--- config.mk ---
export PLATFORM = sky130hd
export DESIGN_NAME = multicycle_ctrl_flat
export DESIGN_NICKNAME = d
export VERILOG_FILES = /design/src/rtl/multicycle_ctrl_if.sv /design/src/rtl/multicycle_ctrl.sv /design/src/flat_wrapper.sv
export SDC_FILE = /design/constraint.sdc
export NUM_CORES = 1
export LEC_CHECK = 0
export ABC_AREA = 0
export ABC_CLOCK_PERIOD_IN_PS = 4059
export CORE_UTILIZATION = 58
export DETAILED_ROUTE_END_ITERATION = 8
export DONT_BUFFER_PORTS = 1
export GPL_TIMING_DRIVEN = 0
export MAX_ROUTING_LAYER = met4
export PLACE_DENSITY = 0.78
export SYNTH_ARGS = -nofsm -noshare
export SYNTH_HDL_FRONTEND = slang
export SYNTH_SLANG_ARGS = --single-unit
--- constraint.sdc ---
create_clock -name clk -period 4.06 [get_ports clk]
set_input_delay 0.406 -clock clk [delete_from_list [all_inputs] [get_ports clk]]
set_output_delay 0.406 -clock clk [all_outputs]
set_load 0.1 [all_outputs]
--- src/rtl/multicycle_ctrl_if.sv ---
// Control bus between the multicycle controller and its datapath.
// Inputs to the controller: opcode (latched inst[6:0]), zero (ALU flag),
// mem_ready (unified memory completes this cycle).
// Outputs from the controller: memory strobes (mem_req, mem_we, iord),
// datapath strobes (ir_we, pc_we, pc_src, alusrc, memtoreg, regwrite, aluop),
// status (state, trap) and, with MCTRL_PERF_EN, cycle_cnt/instret_cnt.
// master = controller side, slave = datapath side.
interface multicycle_ctrl_if;
    localparam int unsigned OP_W  = 7;
    localparam int unsigned CNT_W = 32;

    logic [OP_W-1:0]  opcode;
    logic             zero;
    logic             mem_ready;
    logic             mem_req;
    logic             mem_we;
    logic             iord;
    logic             ir_we;
    logic             pc_we;
    logic             pc_src;
    logic             alusrc;
    logic             memtoreg;
    logic             regwrite;
    logic [1:0]       aluop;
    logic [2:0]       state;
    logic             trap;
`ifdef MCTRL_PERF_EN
    logic [CNT_W-1:0] cycle_cnt;
    logic [CNT_W-1:0] instret_cnt;

    modport master (
        input  opcode, zero, mem_ready,
        output mem_req, mem_we, iord, ir_we, pc_we, pc_src,
               alusrc, memtoreg, regwrite, aluop, state, trap,
               cycle_cnt, instret_cnt
    );
    modport slave (
        output opcode, zero, mem_ready,
        input  mem_req, mem_we, iord, ir_we, pc_we, pc_src,
               alusrc, memtoreg, regwrite, aluop, state, trap,
               cycle_cnt, instret_cnt
    );
`else
    modport master (
        input  opcode, zero, mem_ready,
        output mem_req, mem_we, iord, ir_we, pc_we, pc_src,
               alusrc, memtoreg, regwrite, aluop, state, trap
    );
    modport slave (
        output opcode, zero, mem_ready,
        input  mem_req, mem_we, iord, ir_we, pc_we, pc_src,
               alusrc, memtoreg, regwrite, aluop, state, trap
    );
`endif
endinterface

--- src/rtl/multicycle_ctrl.sv ---
// Multicycle RV32 subset controller (R-type, addi, lw, sw, beq).
// Ports: clk (rising edge), rst (async, active-low), ctrl (multicycle_ctrl_if.master).
// Strobes are decoded from the current state in the same cycle so that the
// FETCH/MEM handshakes can react to mem_ready without an extra cycle; all of
// them are forced low while rst is low.
// Optional feature: define MCTRL_PERF_EN to add cycle_cnt / instret_cnt.
module multicycle_ctrl (
    input  logic                clk,
    input  logic                rst,
    multicycle_ctrl_if.master   ctrl
);
    localparam int unsigned OP_W  = 7;
    localparam int unsigned CNT_W = 32;

    localparam logic [OP_W-1:0] OP_R    = 7'b0110011;
    localparam logic [OP_W-1:0] OP_ADDI = 7'b0010011;
    localparam logic [OP_W-1:0] OP_LW   = 7'b0000011;
    localparam logic [OP_W-1:0] OP_SW   = 7'b0100011;
    localparam logic [OP_W-1:0] OP_BEQ  = 7'b1100011;

    typedef enum logic [2:0] {
        S_FETCH  = 3'd0,
        S_DECODE = 3'd1,
        S_EXEC   = 3'd2,
        S_MEM    = 3'd3,
        S_WB     = 3'd4,
        S_RSV5   = 3'd5,
        S_RSV6   = 3'd6,
        S_TRAP   = 3'd7
    } state_e;

    state_e          state_q, state_d;
    logic [OP_W-1:0] opcode_q, opcode_d;

    logic       mem_req_c, mem_we_c, iord_c, ir_we_c, pc_we_c, pc_src_c;
    logic       alusrc_c, memtoreg_c, regwrite_c, trap_c;
    logic [1:0] aluop_c;
    logic       legal_c;

    // Opcode legality check on the value being latched in DECODE
    always_comb begin
        unique case (ctrl.opcode)
            OP_R, OP_ADDI, OP_LW, OP_SW, OP_BEQ: legal_c = 1'b1;
            default:                             legal_c = 1'b0;
        endcase
    end

    // State and latched-opcode registers
    always_ff @(posedge clk or negedge rst) begin
        if (!rst) begin
            state_q  <= S_FETCH;
            opcode_q <= '0;
        end else begin
            state_q  <= state_d;
            opcode_q <= opcode_d;
        end
    end

    // Next-state and strobe decode
    always_comb begin
        state_d    = state_q;
        opcode_d   = opcode_q;
        mem_req_c  = 1'b0;
        mem_we_c   = 1'b0;
        iord_c     = 1'b0;
        ir_we_c    = 1'b0;
        pc_we_c    = 1'b0;
        pc_src_c   = 1'b0;
        alusrc_c   = 1'b0;
        memtoreg_c = 1'b0;
        regwrite_c = 1'b0;
        aluop_c    = 2'd0;
        trap_c     = 1'b0;

        unique case (state_q)
            S_FETCH: begin
                mem_req_c = 1'b1;
                if (ctrl.mem_ready) begin
                    ir_we_c = 1'b1;
                    pc_we_c = 1'b1;
                    state_d = S_DECODE;
                end
            end
            S_DECODE: begin
                opcode_d = ctrl.opcode;
                state_d  = legal_c ? S_EXEC : S_TRAP;
            end
            S_EXEC: begin
                unique case (opcode_q)
                    OP_R: begin
                        aluop_c = 2'd2;
                        state_d = S_WB;
                    end
                    OP_ADDI: begin
                        alusrc_c = 1'b1;
                        state_d  = S_WB;
                    end
                    OP_LW, OP_SW: begin
                        alusrc_c = 1'b1;
                        state_d  = S_MEM;
                    end
                    OP_BEQ: begin
                        aluop_c  = 2'd1;
                        pc_we_c  = ctrl.zero;
                        pc_src_c = ctrl.zero;
                        state_d  = S_FETCH;
                    end
                    default: state_d = S_TRAP;
                endcase
            end
            S_MEM: begin
                mem_req_c = 1'b1;
                iord_c    = 1'b1;
                // Write strobe only in the completing cycle: one pulse per sw
                mem_we_c  = (opcode_q == OP_SW) && ctrl.mem_ready;
                if (ctrl.mem_ready) begin
                    state_d = (opcode_q == OP_LW) ? S_WB : S_FETCH;
                end
            end
            S_WB: begin
                regwrite_c = 1'b1;
                memtoreg_c = (opcode_q == OP_LW);
                state_d    = S_FETCH;
            end
            S_TRAP: begin
                trap_c = 1'b1;
            end
            default: state_d = S_TRAP;
        endcase
    end

    // Reset overrides every strobe asynchronously
    assign ctrl.mem_req  = rst & mem_req_c;
    assign ctrl.mem_we   = rst & mem_we_c;
    assign ctrl.iord     = rst & iord_c;
    assign ctrl.ir_we    = rst & ir_we_c;
    assign ctrl.pc_we    = rst & pc_we_c;
    assign ctrl.pc_src   = rst & pc_src_c;
    assign ctrl.alusrc   = rst & alusrc_c;
    assign ctrl.memtoreg = rst & memtoreg_c;
    assign ctrl.regwrite = rst & regwrite_c;
    assign ctrl.aluop    = rst ? aluop_c : 2'd0;
    assign ctrl.trap     = rst & trap_c;
    assign ctrl.state    = state_q;

`ifdef MCTRL_PERF_EN
    logic             retire_c;
    logic [CNT_W-1:0] cycle_q, instret_q;

    // Final cycle of each instruction
    assign retire_c = (state_q == S_WB)
                    || (state_q == S_MEM  && ctrl.mem_ready && opcode_q == OP_SW)
                    || (state_q == S_EXEC && opcode_q == OP_BEQ);

    // Performance counters, wrap naturally
    always_ff @(posedge clk or negedge rst) begin
        if (!rst) begin
            cycle_q   <= '0;
            instret_q <= '0;
        end else begin
            if (state_q != S_TRAP) cycle_q <= cycle_q + CNT_W'(1);
            if (retire_c)          instret_q <= instret_q + CNT_W'(1);
        end
    end

    assign ctrl.cycle_cnt   = cycle_q;
    assign ctrl.instret_cnt = instret_q;
`endif
endmodule

--- src/flat_wrapper.sv ---
// flat-port wrapper written by rule: the top's interface ports become plain ports
module multicycle_ctrl_flat 
  (clk, rst, ctrl_opcode, ctrl_zero, ctrl_mem_ready, ctrl_mem_req, ctrl_mem_we, ctrl_iord, ctrl_ir_we, ctrl_pc_we, ctrl_pc_src, ctrl_alusrc, ctrl_memtoreg, ctrl_regwrite, ctrl_aluop, ctrl_state, ctrl_trap);
  multicycle_ctrl_if ctrl_i ();
  input  logic clk;
  input  logic rst;
  input wire logic [$bits(ctrl_i.opcode)-1:0] ctrl_opcode;
  input wire logic [$bits(ctrl_i.zero)-1:0] ctrl_zero;
  input wire logic [$bits(ctrl_i.mem_ready)-1:0] ctrl_mem_ready;
  output wire logic [$bits(ctrl_i.mem_req)-1:0] ctrl_mem_req;
  output wire logic [$bits(ctrl_i.mem_we)-1:0] ctrl_mem_we;
  output wire logic [$bits(ctrl_i.iord)-1:0] ctrl_iord;
  output wire logic [$bits(ctrl_i.ir_we)-1:0] ctrl_ir_we;
  output wire logic [$bits(ctrl_i.pc_we)-1:0] ctrl_pc_we;
  output wire logic [$bits(ctrl_i.pc_src)-1:0] ctrl_pc_src;
  output wire logic [$bits(ctrl_i.alusrc)-1:0] ctrl_alusrc;
  output wire logic [$bits(ctrl_i.memtoreg)-1:0] ctrl_memtoreg;
  output wire logic [$bits(ctrl_i.regwrite)-1:0] ctrl_regwrite;
  output wire logic [$bits(ctrl_i.aluop)-1:0] ctrl_aluop;
  output wire logic [$bits(ctrl_i.state)-1:0] ctrl_state;
  output wire logic [$bits(ctrl_i.trap)-1:0] ctrl_trap;
  assign ctrl_i.opcode = ctrl_opcode;
  assign ctrl_i.zero = ctrl_zero;
  assign ctrl_i.mem_ready = ctrl_mem_ready;
  assign ctrl_mem_req = ctrl_i.mem_req;
  assign ctrl_mem_we = ctrl_i.mem_we;
  assign ctrl_iord = ctrl_i.iord;
  assign ctrl_ir_we = ctrl_i.ir_we;
  assign ctrl_pc_we = ctrl_i.pc_we;
  assign ctrl_pc_src = ctrl_i.pc_src;
  assign ctrl_alusrc = ctrl_i.alusrc;
  assign ctrl_memtoreg = ctrl_i.memtoreg;
  assign ctrl_regwrite = ctrl_i.regwrite;
  assign ctrl_aluop = ctrl_i.aluop;
  assign ctrl_state = ctrl_i.state;
  assign ctrl_trap = ctrl_i.trap;
  multicycle_ctrl u_core (.clk(clk), .rst(rst), .ctrl(ctrl_i));
endmodule
Word-level counts from Yosys, hierarchy flattened
Index checks and enable logic that the tools add are counted.
Word-level totals
  input port bits: 11
  word-level logic and storage cells: 61
  register bits: 10
Operators by class
  equal/unequal tests: 17
  reductions and logical operators: 8
  muxes and demuxes: 23
  bitwise logic cells: 11
Operators with widths (count)
  7-bit by 6-bit equality test with 1-bit output (second input constant): 4
  3-bit case mux with 6 select lines: 1
  7-bit by 2-bit equality test with 1-bit output (second input constant): 2
  7-bit by 5-bit equality test with 1-bit output (second input constant): 2
  7-bit equality test (second input constant): 2
  1-bit 2-to-1 mux: 13
  3-bit 2-to-1 mux: 4
  1-bit AND: 10
  3-bit case mux with 3 select lines: 1
  3-bit by 2-bit equality test with 1-bit output (second input constant): 2
  3-bit equality test (second input constant): 2
  2-bit OR reduction: 3
  5-bit OR reduction: 1
  2-bit 2-to-1 mux: 2
  2-bit inequality test (second input constant): 2
  2-bit case mux with 2 select lines: 1
  3-bit by 1-bit equality test with 1-bit output (second input constant): 1
  3-bit zero test: 1
  3-bit AND reduction: 1
  3-bit OR reduction: 1
  1-bit case mux with 2 select lines: 1
  1-bit logical AND: 1
  1-bit NOT: 1

Depth between registers and ports, before layout
Gate-level depths: netlist (run 1).
  depth in word-level cells: 5
  depth in mapped cells: 5

Least setup slack after synthesis (run 1)
Ideal clock, no wire load.
  path type: register to output
  start point: register u_core.state_q[1], in the netlist u_core.ctrl.state[1]
  end point: output ctrl_aluop[1]
  setup slack: -930 ps
  required time: 3654 ps
  arrival time: 4584 ps
  path buffers: 1
  cell stages (with the launch flop): 5
  cell sequence: dfrtp_1 > buf_6 > nor2b_4 > nand2_4 > nor4b_1
Between the ends
  word-level cells in the longest chain between the ends: 3
Ends and longest elaborated chain
  start, declared: line multicycle_ctrl.sv:32  | state_e state_q, state_d;
  start signal, assigned: line multicycle_ctrl.sv:54  | state_q <= state_d;
  3-bit by 2-bit equality test with 1-bit output: line multicycle_ctrl.sv:75  | unique case (state_q)
  2-bit 2-to-1 mux: line multicycle_ctrl.sv:75
  2-bit 2-to-1 mux: line multicycle_ctrl.sv:142  | assign ctrl.aluop = rst ? aluop_c : 2'd0;
  end, declared: line flat_wrapper.sv:19  | output wire logic [$bits(ctrl_i.aluop)-1:0] ctrl_aluop;
Every way passes these cells.

Worst setup path in the final report (run 1)
  start point: register u_core.state_q[2], in the netlist u_core.ctrl.state[2]
  end point: output ctrl_pc_src
Between the ends
  word-level cells in the longest chain between the ends: 3
Ends and longest elaborated chain
  3-bit by 2-bit equality test with 1-bit output: line multicycle_ctrl.sv:75
  1-bit 2-to-1 mux: line multicycle_ctrl.sv:75
  1-bit AND: line multicycle_ctrl.sv:138  | assign ctrl.pc_src = rst & pc_src_c;
  end, declared: line flat_wrapper.sv:15  | output wire logic [$bits(ctrl_i.pc_src)-1:0] ctrl_pc_src;
Every way passes these cells.

==> results of run 1 <==
## critical path: stages (launching register included)
cell and delay [ps]:
dfrtp_1 850, nor2b_4 400, nand2_4 110, nor4_4 1120, and2_2 660
## final timing paths
check	start	endpoint	slack, ps	depth (start not counted)
worst max-delay path	u_core.ctrl.state[2]	ctrl_pc_src	250	4
worst min-delay path	ctrl_opcode[1]	u_core.opcode_q[1]	290	1
worst max register to register	u_core.ctrl.state[0]	u_core.opcode_q[5]	1810	3
worst min register to register	u_core.opcode_q[3]	u_core.opcode_q[3]	500	1
max in group asynchronous	rst	u_core.ctrl.state[1]	3200	1
min in group asynchronous	rst	u_core.ctrl.state[2]	520	1
## stage by stage
step,util (%),worst slack (ps),hold WS [ps],instance area [um^2],power (W)
CTS,76.1,7.23,288,880,0.000742
global placement,67.3,23.0,111,778,0.000645
floorplan,-,121,110,761,0.000606
detailed placement,73.1,98.5,111,845,0.000673
finish,76.2,249,288,881,0.000740
global route,76.2,125,282,881,0.000780
## synthesized netlist by cell type
| library cell | n | area (um^2) |
|---|---|---|
| dfrtp_1 | 10 | 250 |
| mux2_2 | 7 | 78.8 |
| nand2_1 | 6 | 22.5 |
| nor2_1 | 5 | 18.8 |
| nand2b_1 | 3 | 18.8 |
| a2111oi_2 | 2 | 30.0 |
| a21o_1 | 2 | 15.0 |
| and3_1 | 2 | 12.5 |
| buf_6 | 2 | 22.5 |
| nand3_1 | 2 | 10.0 |
| nand3b_1 | 2 | 15.0 |
| nor3_1 | 2 | 10.0 |
| a22o_1 | 1 | 8.76 |
| a22oi_2 | 1 | 12.5 |
| a31oi_1 | 1 | 6.26 |
| a32o_1 | 1 | 10.0 |
| a32oi_1 | 1 | 8.76 |
| a41oi_1 | 1 | 8.76 |
| and2_1 | 1 | 6.26 |
| and2b_2 | 1 | 8.76 |
| and2b_4 | 1 | 10.0 |
| and4_1 | 1 | 8.76 |
| and4bb_2 | 1 | 12.5 |
| clkbuf_8 | 1 | 13.8 |
| inv_1 | 1 | 3.75 |
| inv_2 | 1 | 3.75 |
| mux2i_1 | 1 | 10.0 |
| nand2_2 | 1 | 6.26 |
| nand2_4 | 1 | 11.3 |
| nand2b_4 | 1 | 13.8 |
| nor2b_4 | 1 | 13.8 |
| nor3_4 | 1 | 16.3 |
| nor3b_2 | 1 | 12.5 |
| nor4_4 | 1 | 21.3 |
| nor4b_1 | 1 | 8.76 |
| o211ai_1 | 1 | 7.51 |
| or3_1 | 1 | 6.26 |
## layer usage
layer  part of all wire [%]  global-route usage, %  vias to the layer above
met5                      0                      -                        -
met4                    1.9                   10.7                        0
met3                    6.4                   5.23                        4
met2                     44                   35.2                       24
met1                     47                   33.0                      270
li1                       -                      -                      277
## layout make-up
cell class	count	area [um^2]
multi-input combinational	55	505
fill	84	275
sequential	10	251
timing repair buffer	3	40.0
buffer	3	36.3
clock buffer	3	22.5
tap	14	17.5
inverter	2	7.51
## state kept, by name (all words and copies together), names as in the netlist
signal	flops
u_core.ctrl.state	3
u_core.opcode_q	7
## power groups by stage
stage | Sequential [W] | Clock (W) | Combinational [W]
finish | 0.000311 | 0.0000649 | 0.000364
global route | 0.000320 | 0.0000699 | 0.000390
CTS | 0.000310 | 0.0000665 | 0.000366
detailed placement | 0.000312 | 0 | 0.000361
global placement | 0.000309 | 0 | 0.000336
floorplan | 0.000296 | 0 | 0.000310
## kinds of logic (layout without fill, tap and decap cells)
| group | count (synthesis) | in the layout | share of synthesized area (%) |
|---|---|---|---|
| AO/OA/AOI/OAI | 11 | 11 | 14.3 |
| buffers and inverters | 5 | 11 | 5.80 |
| AND/OR/NAND/NOR | 36 | 36 | 35.0 |
| multiplexers | 8 | 8 | 11.8 |
| flip-flops | 10 | 10 | 33.2 |
## what timing repair did
item                       4_1_cts  5_1_grt
hold endpoints to repair        10        0
buffers inserted                 0        0
gates resized for setup          2        1
pin swaps                        1        1
setup endpoints to repair        2        2
cloned                           0        0
hold buffers                     1        0
==> flow_summary_export.csv, run 1 <==
group,metric,value,unit
timing,final-max-slew-violation-count,0,
place,dp.cells,86,
global_route,grt_pass1_wl,2.34,mm
place,dp_hpwl,1.04,mm
yosys,yosysWarnings,0,
timing,layout_min_cycle_time,3810,ps
timing,setup-tns-final,0,ps
yosys,avgSynthCellArea,10.8,um^2
run_status,status,"completed",
cells_and_area,fin_nets,89,
yosys,synth_cell_types,37,
timing,finalClockSkew,8.48,ps
power_and_ir_drop,switching_share,55.8,%
die,core-area,0.00116,mm^2
clocking,cts.reportedPaths.clkPinSlew,60,ps
place,io_buffers,0,
cells_and_area,final_common_cell,"dfrtp_1",
timing,hold_viol,0,
timing,final.period_utilization,93.9,%
detailed_routing,wl_per_cell,15.6,um
yosys,syn-cell-area,754,um^2
run,maxCapViolCount,0,
cells_and_area,finalNonFillerCells,90,
power_and_ir_drop,ir_worst_vdd,0.458,mV
cells_and_area,antenna_cells,0,
detailed_routing,drt_iter0_drc,6,
timing,grt_setup_unrepaired,"no",
clocking,h-tree-depth,1,
die,die_area,0.00145,mm^2
power_and_ir_drop,leakage,0.364,nW
critical_path,crit_type,"flip-flop to output pin",
die,rows,12,
timing,slew_headroom,6.02,%
die,start_util,65.3,%
detailed_routing,drt_first_pass_iters,3,
power_and_ir_drop,power_frac_comb,49.1,%
global_route,grt_pass1_vias,534,
timing,clock.fmax,262,MHz
detailed_routing,vias,575,
global_route,grt_max_degree,11,
power_and_ir_drop,clockPowerShare,8.8,%
critical_path,startpoint_type,"flip-flop",
critical_path,crit_path_end_kind,"output pin",
min_path,hp-class,"input pin to flip-flop",
clocking,cts_tree,"built",
die,die_y,38.1,um
power_and_ir_drop,power_switching,0.000413,W
critical_path,crit_fanout,7,
yosys,syn-num-nets,81,
global_route,grt_use_total,24.4,%
yosys,yosysSeqAreaShare,33.2,%
die,die_x,38.1,um
global_route,grt.overflow.total,0,
global_route,antenna_found_initial,0,
clocking,clock_sinks,10,
place,place_congestion,0.798,
clocking,cts_buffer_depth,2,
clocking,numCtsBuffers,3,
detailed_routing,routed_wl,1.40,mm
critical_path,arrival,3400,ps
timing,setup_viol,0,
yosys,syn_inst,70,
cells_and_area,most-common-layout-cells,"9 x dfrtp_1, 7 x mux2_2, 6 x nand2_1",
cells_and_area,drive_gt1_share,48.7,%
timing,worstMarginPinSlew,1410,ps
clocking,clk_latency,260,ps
power_and_ir_drop,p_seq_share,42.1,%
power_and_ir_drop,p_int,0.000327,W
detailed_routing,remaining_drc_errors,0,
cells_and_area,areaGrowthSynthToFinish,16.7,%
detailed_routing,ant_nets,0,
die,ioPinCount,26,
critical_path,crit_required,3650,ps
yosys,ys_ff_latch,10,
power_and_ir_drop,powerDensity,840,mW/mm^2
detailed_routing,via_per_inst,6.39,
clocking,clockRootBuffer,"clkbuf_4",
Power figures use the tool's default switching activity.
==> inputs of run 2 (changes only) <==
--- a/config.mk
+++ b/config.mk
@@ -13,6 +13,7 @@
 export GPL_TIMING_DRIVEN = 0
 export MAX_ROUTING_LAYER = met4
 export PLACE_DENSITY = 0.78
+export SLEW_MARGIN = 5
 export SYNTH_ARGS = -nofsm -noshare
 export SYNTH_HDL_FRONTEND = slang
 export SYNTH_SLANG_ARGS = --single-unit
==> run 2 against run 1 <==
Net effect:
- clock skew increased by 0.65 ps
- worst hold slack improved by 2.6 ps
- via count increased by 4.7%
- die area unchanged
- cell area increased by 5.1%
- total power increased by 0.20%
- register-to-register slack about the same
- critical path depth increased by 3
- final cell count increased by 3.3%
- routed wire length increased by 9.4%
- combinational power about the same
- non-clock buffer count increased by 3
- largest power group unchanged
- highest routed layer unchanged
==> flow_summary_export.csv, run 2 (same netlist as run 1, synthesis figures left out) <==
group,metric,value,unit
clocking,clock_sinks,10,
critical_path,crit_type,"flip-flop to output pin",
place,dp.cells,86,
timing,grt_setup_unrepaired,"no",
die,ioPinCount,26,
critical_path,crit_fanout,10,
detailed_routing,drt_first_pass_iters,3,
cells_and_area,n_fill_cell,71,
detailed_routing,via_per_inst,6.47,
cells_and_area,largest_register_ffs,7,
clocking,cts_tree,"built",
detailed_routing,remaining_drc_errors,0,
die,core-area,0.00116,mm^2
die,rows,12,
cells_and_area,areaGrowthSynthToFinish,22.7,%
critical_path,crit_required,3650,ps
timing,clock.fmax,292,MHz
clocking,h-tree-depth,1,
clocking,numCtsBuffers,3,
clocking,clk_latency,260,ps
min_path,worstHoldStart,"ctrl_opcode[1]",
die,die_area,0.00145,mm^2
critical_path,crit_path_end_kind,"output pin",
critical_path,rr_worst_depth,3,
global_route,grt.overflow.total,0,
timing,layout_min_cycle_time,3420,ps
timing,slew_headroom,11.3,%
timing,setup_slack,639,ps
timing,setup_viol,0,
detailed_routing,routed_wl,1.53,mm
run,maxCapViolCount,0,
timing,final.period_utilization,84.3,%
min_path,holdPathEnd,"u_core.opcode_q[1]",
clocking,cts_buffer_depth,2,
critical_path,arrival,3010,ps
critical_path,startpoint_type,"flip-flop",
cells_and_area,finalNonFillerCells,93,
cells_and_area,utilization,80.1,%
cells_and_area,most-common-layout-cells,"10 x dfrtp_1, 7 x mux2_2, 6 x nand2_1",
global_route,antenna_found_initial,0,
critical_path,reg2reg_slack,1810,ps
timing,finalClockSkew,9.13,ps
critical_path,startpoint,"u_core.ctrl.state[1]",
min_path,min_path_cells,1,
timing,final-max-slew-violation-count,0,
power_and_ir_drop,powerDensity,801,mW/mm^2
die,die_y,38.1,um
global_route,grt_pass1_wl,2.34,mm
global_route,grt_use_total,24.4,%
place,pre_cts_ws,98.5,ps
clocking,post_cts_buffers,0,
cells_and_area,largest_register,"u_core.opcode_q",
cells_and_area,antenna_cells,0,
detailed_routing,drt_iter0_drc,5,
detailed_routing,vias,602,
power_and_ir_drop,ir_worst_vdd,0.457,mV
min_path,hp-class,"input pin to flip-flop",
cells_and_area,final_common_cell,"dfrtp_1",
clocking,clockRootBuffer,"clkbuf_4",
place,place_congestion,0.798,
place,io_buffers,0,
run_status,status,"completed",
timing,hold_slack,290,ps
die,start_util,65.3,%
global_route,grt_pass1_vias,534,
die,die_x,38.1,um
power_and_ir_drop,leakage,0.384,nW
detailed_routing,wl_per_cell,16.5,um
global_route,grt_max_degree,11,
timing,hold_viol,0,
timing,setup-tns-final,0,ps
critical_path,worstReg2RegEnd,"u_core.opcode_q[4]",
critical_path,rr_startpoint,"u_core.ctrl.state[0]",
place,dp_hpwl,1.04,mm
cells_and_area,drive_gt1_share,48.1,%
cells_and_area,fin_nets,92,
timing,worstMarginPinSlew,1330,ps
clocking,cts.reportedPaths.clkPinSlew,60,ps
detailed_routing,ant_nets,0,
run 2: what timing repair did:
item | CTS | global route
endpoints found under the setup margin | 2 | 0
resized for setup | 2 | 0
hold buffers | 1 | 0
hold endpoints to repair | 10 | 0
run 2: per-stage QoR:
stage	total power [W]	cell area, um^2
floorplan	0.000606	761
global placement	0.000645	778
detailed placement	0.000673	845
CTS	0.000742	880
global route	0.000781	926
finish	0.000741	926
run 2: metal layers:
layer,part of all wire (%),global-route usage [%],vias to the layer above
met3,5.6,5.23,2
met5,0,-,-
met2,49,35.2,24
met1,45,33.0,293
li1,-,-,283
met4,0.91,10.7,0
run 2: final cells by class:
cell class / count / area [um^2] / share of cell area [%]
buffer: 3 / 36.3 / 3.92
clock buffer: 3 / 22.5 / 2.43
inverter: 2 / 7.51 / 0.811
multi-input combinational: 55 / 505 / 54.6
sequential: 10 / 250 / 27.0
tap: 14 / 17.5 / 1.89
timing repair buffer: 6 / 86.3 / 9.32
run 2: worst max-delay path by stage:
| stage | cells after the start | endpoint | slack (ps) |
|---|---|---|---|
| after CTS | 5 | ctrl_pc_src | 7 |
| final | 7 | ctrl_pc_src | 640 |
| after global routing | 7 | ctrl_pc_src | 550 |
| after global placement | 4 | ctrl_mem_we | 20 |
| after detailed placement | 5 | ctrl_pc_src | 100 |
| after floorplan | 4 | ctrl_mem_we | 120 |
run 2: worst max-delay path, stage by stage, from the launching register on:
cell	delay [ps]
dfrtp_1	940
buf_6	250
nor2b_4	240
nand2_4	120
nor4_4	370
buf_16	220
clkbuf_1	130
and2_2	480
run 2: power breakdown:
part | switching, W | internal (W) | leakage, nW | total [W]
registers | 0.000165 | 0.000145 | 0.114 | 0.000311
clock network | 0.0000299 | 0.0000340 | 0.0138 | 0.0000639
logic | 0.000220 | 0.000147 | 0.256 | 0.000367
total | 0.000415 | 0.000326 | 0.384 | 0.000741
